==> config.mk <==
export PLATFORM = sky130hd
export DESIGN_NAME = dvp_capture_ctrl
export DESIGN_NICKNAME = d
export VERILOG_FILES = /design/src/rtl/dvp_pkg.sv /design/src/rtl/dvp_byte_pairer.sv /design/src/rtl/dvp_capture_ctrl.sv
export SDC_FILE = /design/constraint.sdc
export NUM_CORES = 1
export LEC_CHECK = 0
export BUFFER_PORTS_ARGS = -buffer_cell sky130_fd_sc_hd__buf_4
export CAP_MARGIN = 30
export CORE_ASPECT_RATIO = 0.6
export CORE_MARGIN = 2
export CORE_UTILIZATION = 45
export CTS_BUF_LIST = sky130_fd_sc_hd__clkbuf_8 sky130_fd_sc_hd__clkbuf_16
export DETAILED_ROUTE_END_ITERATION = 10
export GPL_TIMING_DRIVEN = 0
export SLEW_MARGIN = 25
export SYNTH_ARGS = -nofsm -noshare
export SYNTH_HDL_FRONTEND = slang
export SYNTH_SLANG_ARGS = --single-unit
==> constraint.sdc <==
create_clock -name dvp_clk -period 2.23 [get_ports dvp_clk]
set_input_delay 0.3345 -clock dvp_clk [delete_from_list [all_inputs] [get_ports dvp_clk]]
set_output_delay 0.3345 -clock dvp_clk [all_outputs]
set_load 0.005 [all_outputs]
==> src/rtl/dvp_pkg.sv <==
// Shared types for the DVP capture path: FSM states, RGB565 pixel layout, err bit indices.
package dvp_pkg;

    typedef enum logic [1:0] {S_IDLE, S_ARM, S_VS, S_FRAME} cap_state_e;

    typedef enum logic {PH_HI, PH_LO} byte_phase_e;

    typedef struct packed {
        logic [4:0] r;
        logic [5:0] g;
        logic [4:0] b;
    } rgb565_t;

    localparam int ERR_ODD  = 0;
    localparam int ERR_HLEN = 1;
    localparam int ERR_VLEN = 2;

endpackage

==> src/rtl/dvp_byte_pairer.sv <==
// Pairs registered DVP bytes into RGB565 words (hi byte first) and reports the
// end of each href line, flagging a dangling hi byte.
module dvp_byte_pairer
    import dvp_pkg::*;
(
    input  logic       dvp_clk,
    input  logic       rst,
    input  logic       en,
    input  logic       href,
    input  logic [7:0] data,
    output logic       pair_stb,
    output rgb565_t    pair_data,
    output logic       line_end,
    output logic       dangling
);

    byte_phase_e phase;
    logic [7:0]  hi_q;
    logic        href_prev;

    // NOTE: non-blocking assignments so every register samples pre-edge values.
    always_ff @(posedge dvp_clk) begin
        if (rst) begin
            phase     <= PH_HI;
            hi_q      <= '0;
            href_prev <= 1'b0;
            pair_stb  <= 1'b0;
            pair_data <= '0;
            line_end  <= 1'b0;
            dangling  <= 1'b0;
        end else begin
            pair_stb  <= 1'b0;
            line_end  <= 1'b0;
            dangling  <= 1'b0;
            href_prev <= en && href;
            if (!en) begin
                phase <= PH_HI;
            end else if (href) begin
                if (phase == PH_HI) begin
                    hi_q  <= data;
                    phase <= PH_LO;
                end else begin
                    pair_data <= {hi_q, data};
                    pair_stb  <= 1'b1;
                    phase     <= PH_HI;
                end
            end else if (href_prev) begin
                // href just fell: a pending hi byte has no partner and is dropped
                line_end <= 1'b1;
                dangling <= (phase == PH_LO);
                phase    <= PH_HI;
            end
        end
    end

endmodule

==> src/rtl/dvp_capture_ctrl.sv <==
// DVP capture sequencer: vsync/href framing, pixel coordinates, SOF/EOL and error pulses.
// Optional per-frame statistics outputs are built when DVP_CAPTURE_STATS_EN is defined.
module dvp_capture_ctrl
    import dvp_pkg::*;
#(
    parameter int H_ACTIVE  = 640,
    parameter int V_ACTIVE  = 480,
    parameter int VSYNC_POL = 1,
    parameter int CW        = 12
) (
    input  logic          dvp_clk,
    input  logic          rst,
    input  logic          cap_en,
    input  logic          dvp_vsync,
    input  logic          dvp_href,
    input  logic [7:0]    dvp_data,
    output logic [15:0]   pix_data,
    output logic          pix_valid,
    output logic          pix_sof,
    output logic          pix_eol,
    output logic [CW-1:0] pix_x,
    output logic [CW-1:0] pix_y,
    output logic          frame_done,
    output logic [2:0]    err
`ifdef DVP_CAPTURE_STATS_EN
    ,
    output logic [15:0]   stat_frames,
    output logic [CW-1:0] stat_last_px,
    output logic [CW-1:0] stat_lines
`endif
);

    localparam logic [CW-1:0] H_LEN   = CW'(H_ACTIVE);
    localparam logic [CW-1:0] H_LAST  = CW'(H_ACTIVE - 1);
    localparam logic [CW-1:0] V_LEN   = CW'(V_ACTIVE);
    localparam logic [CW-1:0] CNT_MAX = '1;

    logic       vs_raw_r, href_r;
    logic [7:0] data_r;

    always_ff @(posedge dvp_clk) begin
        if (rst) begin
            vs_raw_r <= 1'b0;
            href_r   <= 1'b0;
            data_r   <= '0;
        end else begin
            vs_raw_r <= dvp_vsync;
            href_r   <= dvp_href;
            data_r   <= dvp_data;
        end
    end

    cap_state_e    state;
    logic [CW-1:0] x_cnt, y_cnt, y_next;
    logic          sof_pending;
    logic          vs_act, close_frame;
    logic          pair_stb, line_end, dangling;
    rgb565_t       pair_data;

    assign vs_act      = (VSYNC_POL != 0) ? vs_raw_r : ~vs_raw_r;
    assign close_frame = (state == S_FRAME) && vs_act;
    // a line that ends in the closing cycle still counts toward the frame
    assign y_next      = (line_end && x_cnt != '0 && y_cnt != CNT_MAX) ? y_cnt + CW'(1) : y_cnt;

    dvp_byte_pairer u_pairer (
        .dvp_clk   (dvp_clk),
        .rst       (rst),
        .en        (state == S_FRAME),
        .href      (href_r),
        .data      (data_r),
        .pair_stb  (pair_stb),
        .pair_data (pair_data),
        .line_end  (line_end),
        .dangling  (dangling)
    );

    always_ff @(posedge dvp_clk) begin
        if (rst) begin
            state       <= S_IDLE;
            x_cnt       <= '0;
            y_cnt       <= '0;
            sof_pending <= 1'b0;
            pix_data    <= '0;
            pix_valid   <= 1'b0;
            pix_sof     <= 1'b0;
            pix_eol     <= 1'b0;
            pix_x       <= '0;
            pix_y       <= '0;
            frame_done  <= 1'b0;
            err         <= '0;
        end else begin
            pix_valid  <= 1'b0;
            pix_sof    <= 1'b0;
            pix_eol    <= 1'b0;
            frame_done <= 1'b0;
            err        <= '0;
            unique case (state)
                S_IDLE: if (cap_en) state <= S_ARM;
                S_ARM: begin
                    if (!cap_en)     state <= S_IDLE;
                    else if (vs_act) state <= S_VS;
                end
                S_VS: begin
                    if (!cap_en) begin
                        state <= S_IDLE;
                    end else if (!vs_act) begin
                        state       <= S_FRAME;
                        x_cnt       <= '0;
                        y_cnt       <= '0;
                        sof_pending <= 1'b1;
                    end
                end
                S_FRAME: begin
                    if (vs_act) begin
                        frame_done     <= 1'b1;
                        err[ERR_VLEN]  <= (y_next != V_LEN);
                        err[ERR_HLEN]  <= href_r;
                        state          <= cap_en ? S_VS : S_IDLE;
                    end else begin
                        if (pair_stb) begin
                            if (x_cnt < H_LEN && y_cnt < V_LEN) begin
                                pix_valid   <= 1'b1;
                                pix_data    <= pair_data;
                                pix_x       <= x_cnt;
                                pix_y       <= y_cnt;
                                pix_sof     <= sof_pending;
                                pix_eol     <= (x_cnt == H_LAST);
                                sof_pending <= 1'b0;
                            end
                            if (x_cnt != CNT_MAX) x_cnt <= x_cnt + CW'(1);
                        end
                        if (line_end) begin
                            err[ERR_ODD]  <= dangling;
                            err[ERR_HLEN] <= (x_cnt != H_LEN);
                            y_cnt         <= y_next;
                            x_cnt         <= '0;
                        end
                    end
                end
                default: state <= S_IDLE;
            endcase
        end
    end

`ifdef DVP_CAPTURE_STATS_EN
    logic [CW-1:0] line_px_r;

    always_ff @(posedge dvp_clk) begin
        if (rst) begin
            line_px_r    <= '0;
            stat_frames  <= '0;
            stat_last_px <= '0;
            stat_lines   <= '0;
        end else begin
            if (state == S_FRAME && !vs_act && line_end) line_px_r <= x_cnt;
            if (close_frame) begin
                stat_frames  <= stat_frames + 16'd1;
                stat_last_px <= line_end ? x_cnt : line_px_r;
                stat_lines   <= y_next;
            end
        end
    end
`endif

endmodule
Word-level counts from Yosys, hierarchy flattened
Index checks and enable logic that the tools add are counted.
{ "totals": {"ramBits": 0, "ff_bits": 113, "latch_bits": 0, "mem_bits_ro": 0, "input_bits": 13, "output_inout_bits": 47, "mem_count": 0} }
{ "classes": {"n_addsub": 2, "div_mod_pow": 0, "bitwise_logic": 8, "shifts": 0, "eq_ne": 20, "magnitude_cmp": 2, "mux": 34, "n_reduce_logical": 23, "n_mul": 0} }
{ "ops": {"columns": ["op", "count"], "rows": [
  ["2-to-1 mux 12 bit", 9],
  ["case mux 12 bit (2 select lines)", 2],
  ["adder 12 x 1 -> 12 bit (second input constant)", 2],
  ["inequality test 12 bit (second input constant)", 2],
  ["2-to-1 mux 2 bit", 8],
  ["inequality test 2 bit (second input constant)", 8],
  ["2-to-1 mux 1 bit", 13],
  ["== test 12 x 10 -> 1 bit (second input constant)", 1],
  ["< comparator 12 x 10 -> 1 bit (second input constant)", 1],
  ["< comparator 12 x 9 -> 1 bit (second input constant)", 1],
  ["inequality test 12 x 10 -> 1 bit (second input constant)", 1],
  ["inequality test 12 x 9 -> 1 bit (second input constant)", 1],
  ["inequality test 3 bit (second input constant)", 4],
  ["AND reduction 6 bit", 2],
  ["nonzero test 12 bit", 1],
  ["OR reduction 4 bit", 3],
  ["OR reduction 3 bit", 3],
  ["NOT 1 bit", 8],
  ["case mux 2 bit (4 select lines)", 1],
  ["AND reduction 4 bit", 2],
  ["AND reduction 3 bit", 2],
  ["AND reduction 5 bit", 1],
  ["OR reduction 5 bit", 1],
  ["== test 2 bit (second input constant)", 2],
  ["other kinds (6)", 10]
]} }

Longest topological paths before layout
Gate-level depths: netlist of the first run.
{ "depth": {"ltp_word": 7, "depth_mapped": 9, "mapped_depth_nobuf": 8} }

Cells and area by module
Synthesis of the first run repeated with hierarchy kept, for this count alone.
{ "hier_totals": {"hier_cells": 520, "area_unflattened_um2": 4629.4} }
{ "by_module_without_submodules": {"columns": ["mod", "area_each_um2", "instances", "seq_area_each_um2", "cells_per_inst"], "rows": [
  ["dvp_capture_ctrl", 3482.1, 1, 1681.6, 419],
  ["dvp_byte_pairer", 1147.4, 1, 580.6, 101]
]} }

Worst setup path after synthesis of the first run
Ideal clock, no wire load.
{ "synth_timing": {"kind": "register to register", "from": "reg x_cnt[2]", "to": "reg err[2]", "path_buffers": 1, "setup_ps": 129, "required_ps": 2101, "path_stages_with_launch": 8, "period_less_slack_ps": 2050, "setup_slack_ps": 180, "arrival_time_ps": 1921, "cell_sequence": "dfxtp_1 or4_4 o41ai_4 buf_6 nor3_1 xnor2_1 a211oi_1 a31oi_1"} }
{ "synth_between": {"elab_chain_cells": 5} }
{ "synth_rtl": {"columns": ["element", "line_no", "source"], "rows": [
  ["start, declared", "dvp_capture_ctrl.sv:54", "logic [CW-1:0] x_cnt, y_cnt, y_next;"],
  ["start signal, assigned", "dvp_capture_ctrl.sv:130", "if (x_cnt != CNT_MAX) x_cnt <= x_cnt + CW'(1);"],
  ["nonzero test 12 bit", "dvp_capture_ctrl.sv:63", "assign y_next = (line_end && x_cnt != '0 && y_cnt != CNT_MAX) ? y_cnt + CW'(1) : y_cnt;"],
  ["logical AND 1 bit (2 in a row)", "dvp_capture_ctrl.sv:63", null],
  ["2-to-1 mux 12 bit", "dvp_capture_ctrl.sv:63", null],
  ["inequality test 12 x 9 -> 1 bit", "dvp_capture_ctrl.sv:116", "err[ERR_VLEN] <= (y_next != V_LEN);"],
  ["end signal, assigned by index", "dvp_capture_ctrl.sv:116", null],
  ["end signal, assigned by index", "dvp_capture_ctrl.sv:117", "err[ERR_HLEN] <= href_r;"],
  ["end signal, assigned by index", "dvp_capture_ctrl.sv:133", "err[ERR_ODD] <= dangling;"],
  ["end, declared", "dvp_capture_ctrl.sv:24", "output logic [2:0] err"]
]} }
Every way passes these cells.
A chain may end at the register's enable or synchronous reset.

Worst setup path in the final report of the first run
{ "layout_timing": {"from": "reg x_cnt[3]", "to": "reg y_cnt[9]"} }
{ "layout_between": {"elab_chain_cells": 7} }
{ "layout_rtl": {"columns": ["element", "line_no", "source"], "rows": [
  ["nonzero test 12 bit", "dvp_capture_ctrl.sv:63", null],
  ["logical AND 1 bit (2 in a row)", "dvp_capture_ctrl.sv:63", null],
  ["2-to-1 mux 12 bit", "dvp_capture_ctrl.sv:63", null],
  ["2-to-1 mux 12 bit", "dvp_capture_ctrl.sv:132", "if (line_end) begin"],
  ["2-to-1 mux 12 bit", "dvp_capture_ctrl.sv:114", "if (vs_act) begin"],
  ["case mux 12 bit (2 select lines)", "dvp_capture_ctrl.sv:97", "unique case (state)"],
  ["end signal, assigned", "dvp_capture_ctrl.sv:135", "y_cnt <= y_next;"],
  ["end, declared", "dvp_capture_ctrl.sv:54", null]
]} }
Every way passes these cells. The select of a mux whose other input is x is not followed.

==> results of run 1 <==
-- power by group --
| part | switching [µW] | internal (µW) |
|---|---|---|
| registers | 11.7 | 2030 |
| logic | 51.7 | 31.0 |
| clock network | 1000 | 1880 |
| total | 1070 | 3940 |
-- metal layers --
metal	GRT usage [%]	share of wire, %
met3	5.99	6.6
met4	7.02	0.87
met1	31.4	52
met2	28.5	40
met5	0	0
-- timing repair --
item,in CTS,in global routing
endpoints found under the setup margin,40,43
buffers inserted,5,2
resized for setup,6,23
pin swaps,3,6
-- synthesized netlist by cell type (all sizes together), types with 3 or more instances --
library cell  count
and2             10
nand4b            3
buf               9
inv               5
clkbuf           28
xnor2             7
dfxtp           113
nand3            14
nor4              4
or3               3
or2               4
nand2           140
a21oi            72
o31ai             5
nand2b            3
and4              3
a31oi             8
o21ai            25
ha                3
nor2b            11
nor3              9
xor2              6
nand4             6
nor2             30
-- cells in the final DEF, fill, tap and decap left out, drive strengths merged, types with 2 or more instances in the layout --
master,n
and4,3
or4,2
a211oi,2
nand2,140
bufinv,4
buf,75
nor4,4
nor2b,11
a31oi,8
xnor2,7
o21ai,25
a21oi,72
ha,3
nand3,14
clkinvlp,3
o31ai,5
clkbuf,42
or3,3
or4b,2
nor2,30
nand4,6
or2,4
and3,2
and2,10
clkinv,3
nand2b,3
xor2,6
dfxtp,113
nor4b,2
nor3,9
nand4b,3
inv,10
-- kinds of logic after synthesis --
group / after synthesis / share of synthesized area, %
xor gates and xnor gates: 13 / 2.52
DFF: 113 / 50.1
adders and majority gates: 3 / 0.831
buffers and inverters: 43 / 5.29
AOI/OAI and AO/OA: 120 / 14.9
and+or+nand+nor: 251 / 26.1
muxes: 1 / 0.222
-- state kept, by name, indices dropped and copies added (netlist names), 2 cells and up --
name	flops
u_pairer.pair_data	16
u_pairer.hi_q	8
err	3
pix_x	12
pix_data	16
y_cnt	12
x_cnt	12
pix_y	12
state	2
data_r	8
-- per-stage QoR --
stage          cells  area, µm²  utilization, %
2_1_floorplan    544       4520               -
3_3_place_gp     738       5130            52.3
3_5_place_dp     738       5130            52.3
4_1_cts          774       5830            59.5
5_1_grt          774       5880            59.9
6_report         774       5880            59.9
-- worst max-delay path by stage --
| stage | from | slack (ns) | cells after the start | to |
|---|---|---|---|---|
| 6_report | x_cnt[3] | 0.07 | 8 | y_cnt[9] |
| 2_1_floorplan | x_cnt[2] | 0.18 | 7 | err[2] |
| 5_1_grt | x_cnt[3] | -0.009 | 8 | y_cnt[3] |
| 4_1_cts | x_cnt[8] | 0.003 | 8 | err[2] |
| 3_5_place_dp | y_cnt[0] | -0.20 | 6 | err[2] |
| 3_3_place_gp | y_cnt[0] | -0.25 | 6 | err[2] |
-- cell type report --
class	instances	area, µm²	area share (%)
clock inverters	15	208	3.53
inverters	5	18.8	0.319
well taps	135	169	2.87
repair buffers	66	495	8.43
multi-input cells	388	2080	35.3
plain buffers	35	216	3.68
clock buffers	17	425	7.24
flip-flops and latches	113	2270	38.6
-- worst max-delay path, cell delays in order (launching register included) --
cell     delay [ns]
dfxtp_4        0.36
or4_4          0.57
o41ai_4        0.44
buf_4          0.20
nor4b_4        0.05
buf_4          0.17
a21oi_1        0.14
o21ai_1        0.07
o31ai_1        0.07
==> metrics list, run 1 <==
- Clock transition time at the flip-flop clock pins of the worst setup and hold paths: 0.06 ns
- STA classifies the critical path endpoint as a flip-flop.
- Hold endpoint: data_r[5]
- Final hold analysis gives a worst-case slack of 0.134 ns.
* Area of the core: 9810 µm²
- Final antenna diode count: 0
- Setup TNS: 0 ns
- In this run the worst path has a maximum fanout of 6.
- Each instance of the synthesized netlist takes up on average 8.30 µm².
* Aggregate global routing overflow: 0
- From synthesis to final layout, the design area changed by 30.2%.
- For the pin with the worst max-slew slack, the measured transition is 0.610 ns.
* Number of warnings reported in the yosys synthesis log: 0
- Once the floorplan was initialized, standard cells occupied 46.0% of the core.
- The total count of hold-check failures in the final report is 0.
* Number of iterations in the first detailed-routing pass: 5
* Filler Cells Inserted: 895
- Share of final-layout standard cells stronger than drive strength 1: 21.1%
- Setup repair after global routing missed its margin: true
- Worst Hold Path Cells: 2
- Final routed wirelength across all metal layers: 11,100 µm
- Sequential-to-total area share from yosys stat: 50.1%
* Final layout net count: 642
* Total GRT Usage: 20.9%
- Minimum setup slack after placement: -0.199 ns
* Flip-flop cell with the highest count after synthesis: dfxtp_1
- Post-route antenna net violation count: 0
- Headroom to the max-slew limit came out at 59.2%.
- Count of H-tree levels built during CTS: 4
* Wire length of the first global-routing pass: 17,600 µm
- In this run the static leakage power is 0.00217 µW.
* Port Buffer Count: 59
- Vias in the first global route: 3,438
* Total Power Consumption: 5010 µW
- Max-capacitance violation count: 0
- Cell type with the highest aggregate area in the netlist: dfxtp_1
- Overall die width: 133 µm
- Clock tree synthesis inserted a total of 17 buffers.
- Ports placed on the boundary: 60
- Power per cell area: 852 nW/µm²
* Count of hold-fix buffers inserted at cts: 0
- Static timing analysis puts the maximum clock frequency at 463 MHz.
- In this run the most critical hold path is launched from dvp_data[5].
* Path type of the worst setup path: flip-flop to flip-flop
* Total vias in the final route: 4,004
- After layout, the minimum clock period comes to 2.16 ns.
- Counting flops and latches in the post-synthesis netlist gives 113.
* Setup clock skew after layout: 0.0114 ns
* Smallest setup slack after layout: 0.0703 ns
* Clk Tree Root Cell: clkbuf_16
* TritonCTS clock tree: built
- Number of setup violations in the final report: 0
- Worst hold path class: input port to flip-flop
* Worst R2R Setup Slack: 0.07 ns
- By area the synthesized netlist is led by dfxtp_1, nand2_1, a21oi_1.
* Element type at the critical path start: flip-flop
- Status: completed
- Reg-to-reg endpoint: y_cnt[9]
- Die Footprint: 10,900 µm²
- Count of flip-flops with a built-in enable after synthesis: 0
- Worst reg2reg path startpoint: x_cnt[3]
- The floorplan step set the die height to 81.6 µm.
* Critical path data required time: 2.55 ns
- Maximum vdd drop: 0.000616 V
- Synthesis instantiated 51 different standard cells from the library.
* Skew-Pair Late Insertion Delay: 0.41 ns
- The count of final max-slew check failures is 0.
- The number of antenna violations at the first check in global routing came to 0.
* Number of vias per cell after detailed routing: 5.17
- Syn Std Cell Area: 4520 µm²
- After detailed routing, the average wire length per cell comes to 14.3 µm.
- After legalization and detailed placement, the total HPWL measured 7710 µm.
- Fraction of synthesized cell area taken by the top area cell type: 50.1%
- The tree built by TritonCTS fans out to 113 sinks.
* First DRT Iteration DRCs: 287
- After synthesis, the share of flip-flops with an asynchronous set or reset is 0%.
- Weighted congestion reported at the end of routability-driven placement: 0.890
* Post-Synthesis Cells: 544
* Detailed-route DRC error count: 0
- Period Utilization, post-route: 96.8%
- No sink is reached through more buffers than the 2 on the longest clock path.
- STA puts the critical path data arrival time at 2.48 ns.
- In this run the core area contains 28 standard-cell rows.
- Synthesis produced a netlist with a net count of 560.
- Largest net degree at the start of global routing: 17
- The number of cells on the worst reg-to-reg path is 8.
Power figures use the tool's default switching activity.
==> run 2, diff against run 1 <==
==> constraint.sdc (replaced) <==
create_clock -name dvp_clk -period 2.23 [get_ports dvp_clk]
set_input_delay 0.1115 -clock dvp_clk [delete_from_list [all_inputs] [get_ports dvp_clk]]
set_output_delay 0.1115 -clock dvp_clk [all_outputs]
set_load 0.005 [all_outputs]
==> metrics list, run 2 (synthesis gave the netlist of run 1 again) <==
- Static leakage: 0.00221 µW (+1.9%)
* Switching Share: 21.3% (+0.044 points)
* Worst reg2reg path startpoint: x_cnt[3]
- Clock tree synthesis selected as its root buffer the cell clkbuf_16.
* Port Buffer Count: 59 (unchanged)
* Initial antenna violation count: 0 (unchanged)
- TritonCTS clock tree: built
* Post-route antenna net violation count: 0 (unchanged)
- Setup clock skew after layout: 0.0107 ns (-0.000761 ns)
- Most used cells in the layout excluding fill and tap cells: nand2_1, dfxtp_1, a21oi_1
- The total congestion overflow is 0 (unchanged).
* First DRT Iteration DRCs: 274 (-4.5%)
- The row count was 28 (unchanged).
- Status: completed
- The largest driver fanout on the critical path was 6 (unchanged).
- The I/O pin total is 60 (unchanged).
- The maximum number of pins on one net before global-route repair is 17 (unchanged).
- Highest-delay cell along the critical path: or4_4
- The aggregate negative setup slack was 0 ns (unchanged).
- Clock transition time at the flip-flop clock pins of the worst setup and hold paths: 0.05 ns (about the same)
- Final routed wirelength across all metal layers: 11,300 µm (+1.8%)
- The routed length per instance is 14.4 µm (+0.50%).
- Final antenna diode count: 0 (unchanged)
- The number of cells traversed by the worst hold path was 3 (+1).
- The core area was 9810 µm² (unchanged).
- Maximum root-to-sink buffer count: 2 (unchanged)
- The length of the first detailed-routing pass in iterations is 4 (-1).
- The depth of the critical timing path with buffers and inverters included came to 8 (unchanged).
* Worst endpoint data arrival time: 2.49 ns (about the same)
- Number of vias per cell after detailed routing: 5.18 (about the same)
- The fmax is 462 MHz (-0.20%).
* HP Start: cap_en
* Top Registers: pix_data x16, u_pairer.pair_data x16
- The relative contribution of sequential cells to total power is 40.6% (-0.2 points).
- Largest stage delay, worst path: 0.58 ns (about the same)
- Total vias in the final route: 4,059 (+1.4%)
- The final routed DRC violation total is 0 (unchanged).
- The worst setup path is of the flip-flop to flip-flop kind.
- The required time of the worst setup path was 2.55 ns (about the same).
* Wire length of the first global-routing pass: 17,800 µm (+1.3%)
* Sum of buffers and inverters on the critical path: 2 (unchanged)
- Period Utilization, post-route: 97.0% (+0.20 points)
- Critical path origin: x_cnt[3]
- The shortest period the worst path allows came to 2.16 ns (+0.00436 ns).
- HPWL reported at the end of detailed placement: 7710 µm (unchanged)
- Skew-Pair Late Insertion Delay: 0.41 ns (about the same)
* Total clock sinks: 113 (unchanged)
- Gate power share: 1.9% (+0.2 points)
- The count of endpoints failing setup in the final report came to 0 (unchanged).
- The final net count came to 652 (+1.6%).
* Worst Max-Slew Pin Slew: 0.616 ns (+0.00604 ns)
* Power per cell area: 841 nW/µm² (-1.3%)
- The overall fraction of global-route tracks in use is 21.2% (+0.28 points).
- The max-cap violation count came to 0 (unchanged).
- Hold violation total from the final report: 0 (unchanged)
* Number of buffers created by CTS: 17 (unchanged)
- The path class of the tightest hold or removal check is input port to flip-flop.
- The die span in y is 81.6 µm (unchanged).
- Hold WS: 0.00900 ns (-0.125 ns)
- The last weighted congestion value of the routability-driven placer came to 0.890 (unchanged).
- Overall die width: 133 µm (unchanged)
- The setup slack of the most critical reg-to-reg path is 0.07 ns (about the same).
- The count of final max-slew check failures came to 0 (unchanged).
- The number of cell instances on the worst register-to-register path came to 8 (unchanged).
* Vias in the first global route: 3,504 (+1.9%)
- The count of H-tree levels built during CTS came to 4 (unchanged).
- Setup repair after global routing missed its margin: true
- The die area was 10,900 µm² (unchanged).
- CP dominant cell by count: buf_4
- Placed cell count: 738 (unchanged)
- The maximum ir drop on the vdd rail is 0.000616 V (about the same).
- Cell family with the largest share of critical-path delay: compound AO/OA/AOI/OAI gates
* Switching power: 1070 µW (+0.56%)
* Leading cell type in the layout, fill and taps excluded: nand2_1
- Area overhead of the layout relative to synthesis: 32.4%
- Share of final-layout standard cells stronger than drive strength 1: 20.8% (-0.33 points)
* Cell chain of the critical path: or4_4 -> o41ai_4 -> buf_4 -> nor4b_4 -> buf_4 -> a21oi_1 -> o21ai_1 -> o31ai_1
- STA classifies the critical path endpoint as a flip-flop.
* Final Core Density: 61.0% (+1.0 points)
- Element type at the critical path start: flip-flop
- Post-route non-filler standard cell count: 784 (+1.3%)
- The clock share of power was 57.4% (-0.2 points).
- The headroom to the max-slew limit was 58.8% (-0.40 points).
- Effective utilization at floorplan: 46.0% (unchanged)
* P_int: 3960 µW (+0.29%)
run 2: layer usage:
| layer | up-vias | global-route usage (%) | share of wire [%] | wire length [µm] |
|---|---|---|---|---|
| li1 | 2027 | - | - | - |
| met1 | 1908 | 31.5 | 52 | 5840 |
| met2 | 114 | 29.3 | 41 | 4680 |
| met3 | 10 | 5.93 | 5.7 | 646 |
| met4 | 0 | 7.23 | 0.92 | 104 |
| met5 | - | 0 | 0 | 0 |
run 2: layout make-up:
class,instances,area (µm²)
clock buffer,17,425
sequential,113,2270
multi-input combinational,388,2080
clock inverter,15,208
buffer,35,216
tap,135,169
fill,883,3830
timing repair buffer,76,596
inverter,5,18.8
run 2: metrics by stage:
step	setup slack (ns)	total power, µW	area (µm²)
after global placement	-0.246	2170	5130
after CTS	0.00300	5060	5930
after detailed placement	-0.199	2170	5130
final	0.0659	5030	5980
after global routing	-0.00901	5190	5980
after floorplan	0.180	2130	4520
run 2: power by group through the flow:
stage	clock network [µW]	registers (µW)	logic, µW
after detailed placement	0	2090	81.5
final	2890	2040	97.6
after global routing	3040	2040	107
after CTS	2920	2040	96.4
after floorplan	0	2080	45.6
after global placement	0	2090	80.5
run 2: repair_timing:
item / 4_1_cts / 5_1_grt
endpoints found under the setup margin: 40 / 43
pin swaps: 3 / 6
endpoints found under the hold margin: 10 / 0
gates resized for setup: 6 / 23
buffers inserted: 5 / 2
hold buffers: 10 / 0
run 2: worst register-to-register path: stages, from the launching register on:
cell,delay (ns)
dfxtp_4,0.36
or4_4,0.58
o41ai_4,0.45
buf_4,0.20
nor4b_4,0.05
buf_4,0.17
a21oi_1,0.14
o21ai_1,0.07
o31ai_1,0.07
run 2: final timing paths:
check             end
max          y_cnt[9]
max reg2reg  y_cnt[9]
min          state[0]
min reg2reg    err[0]
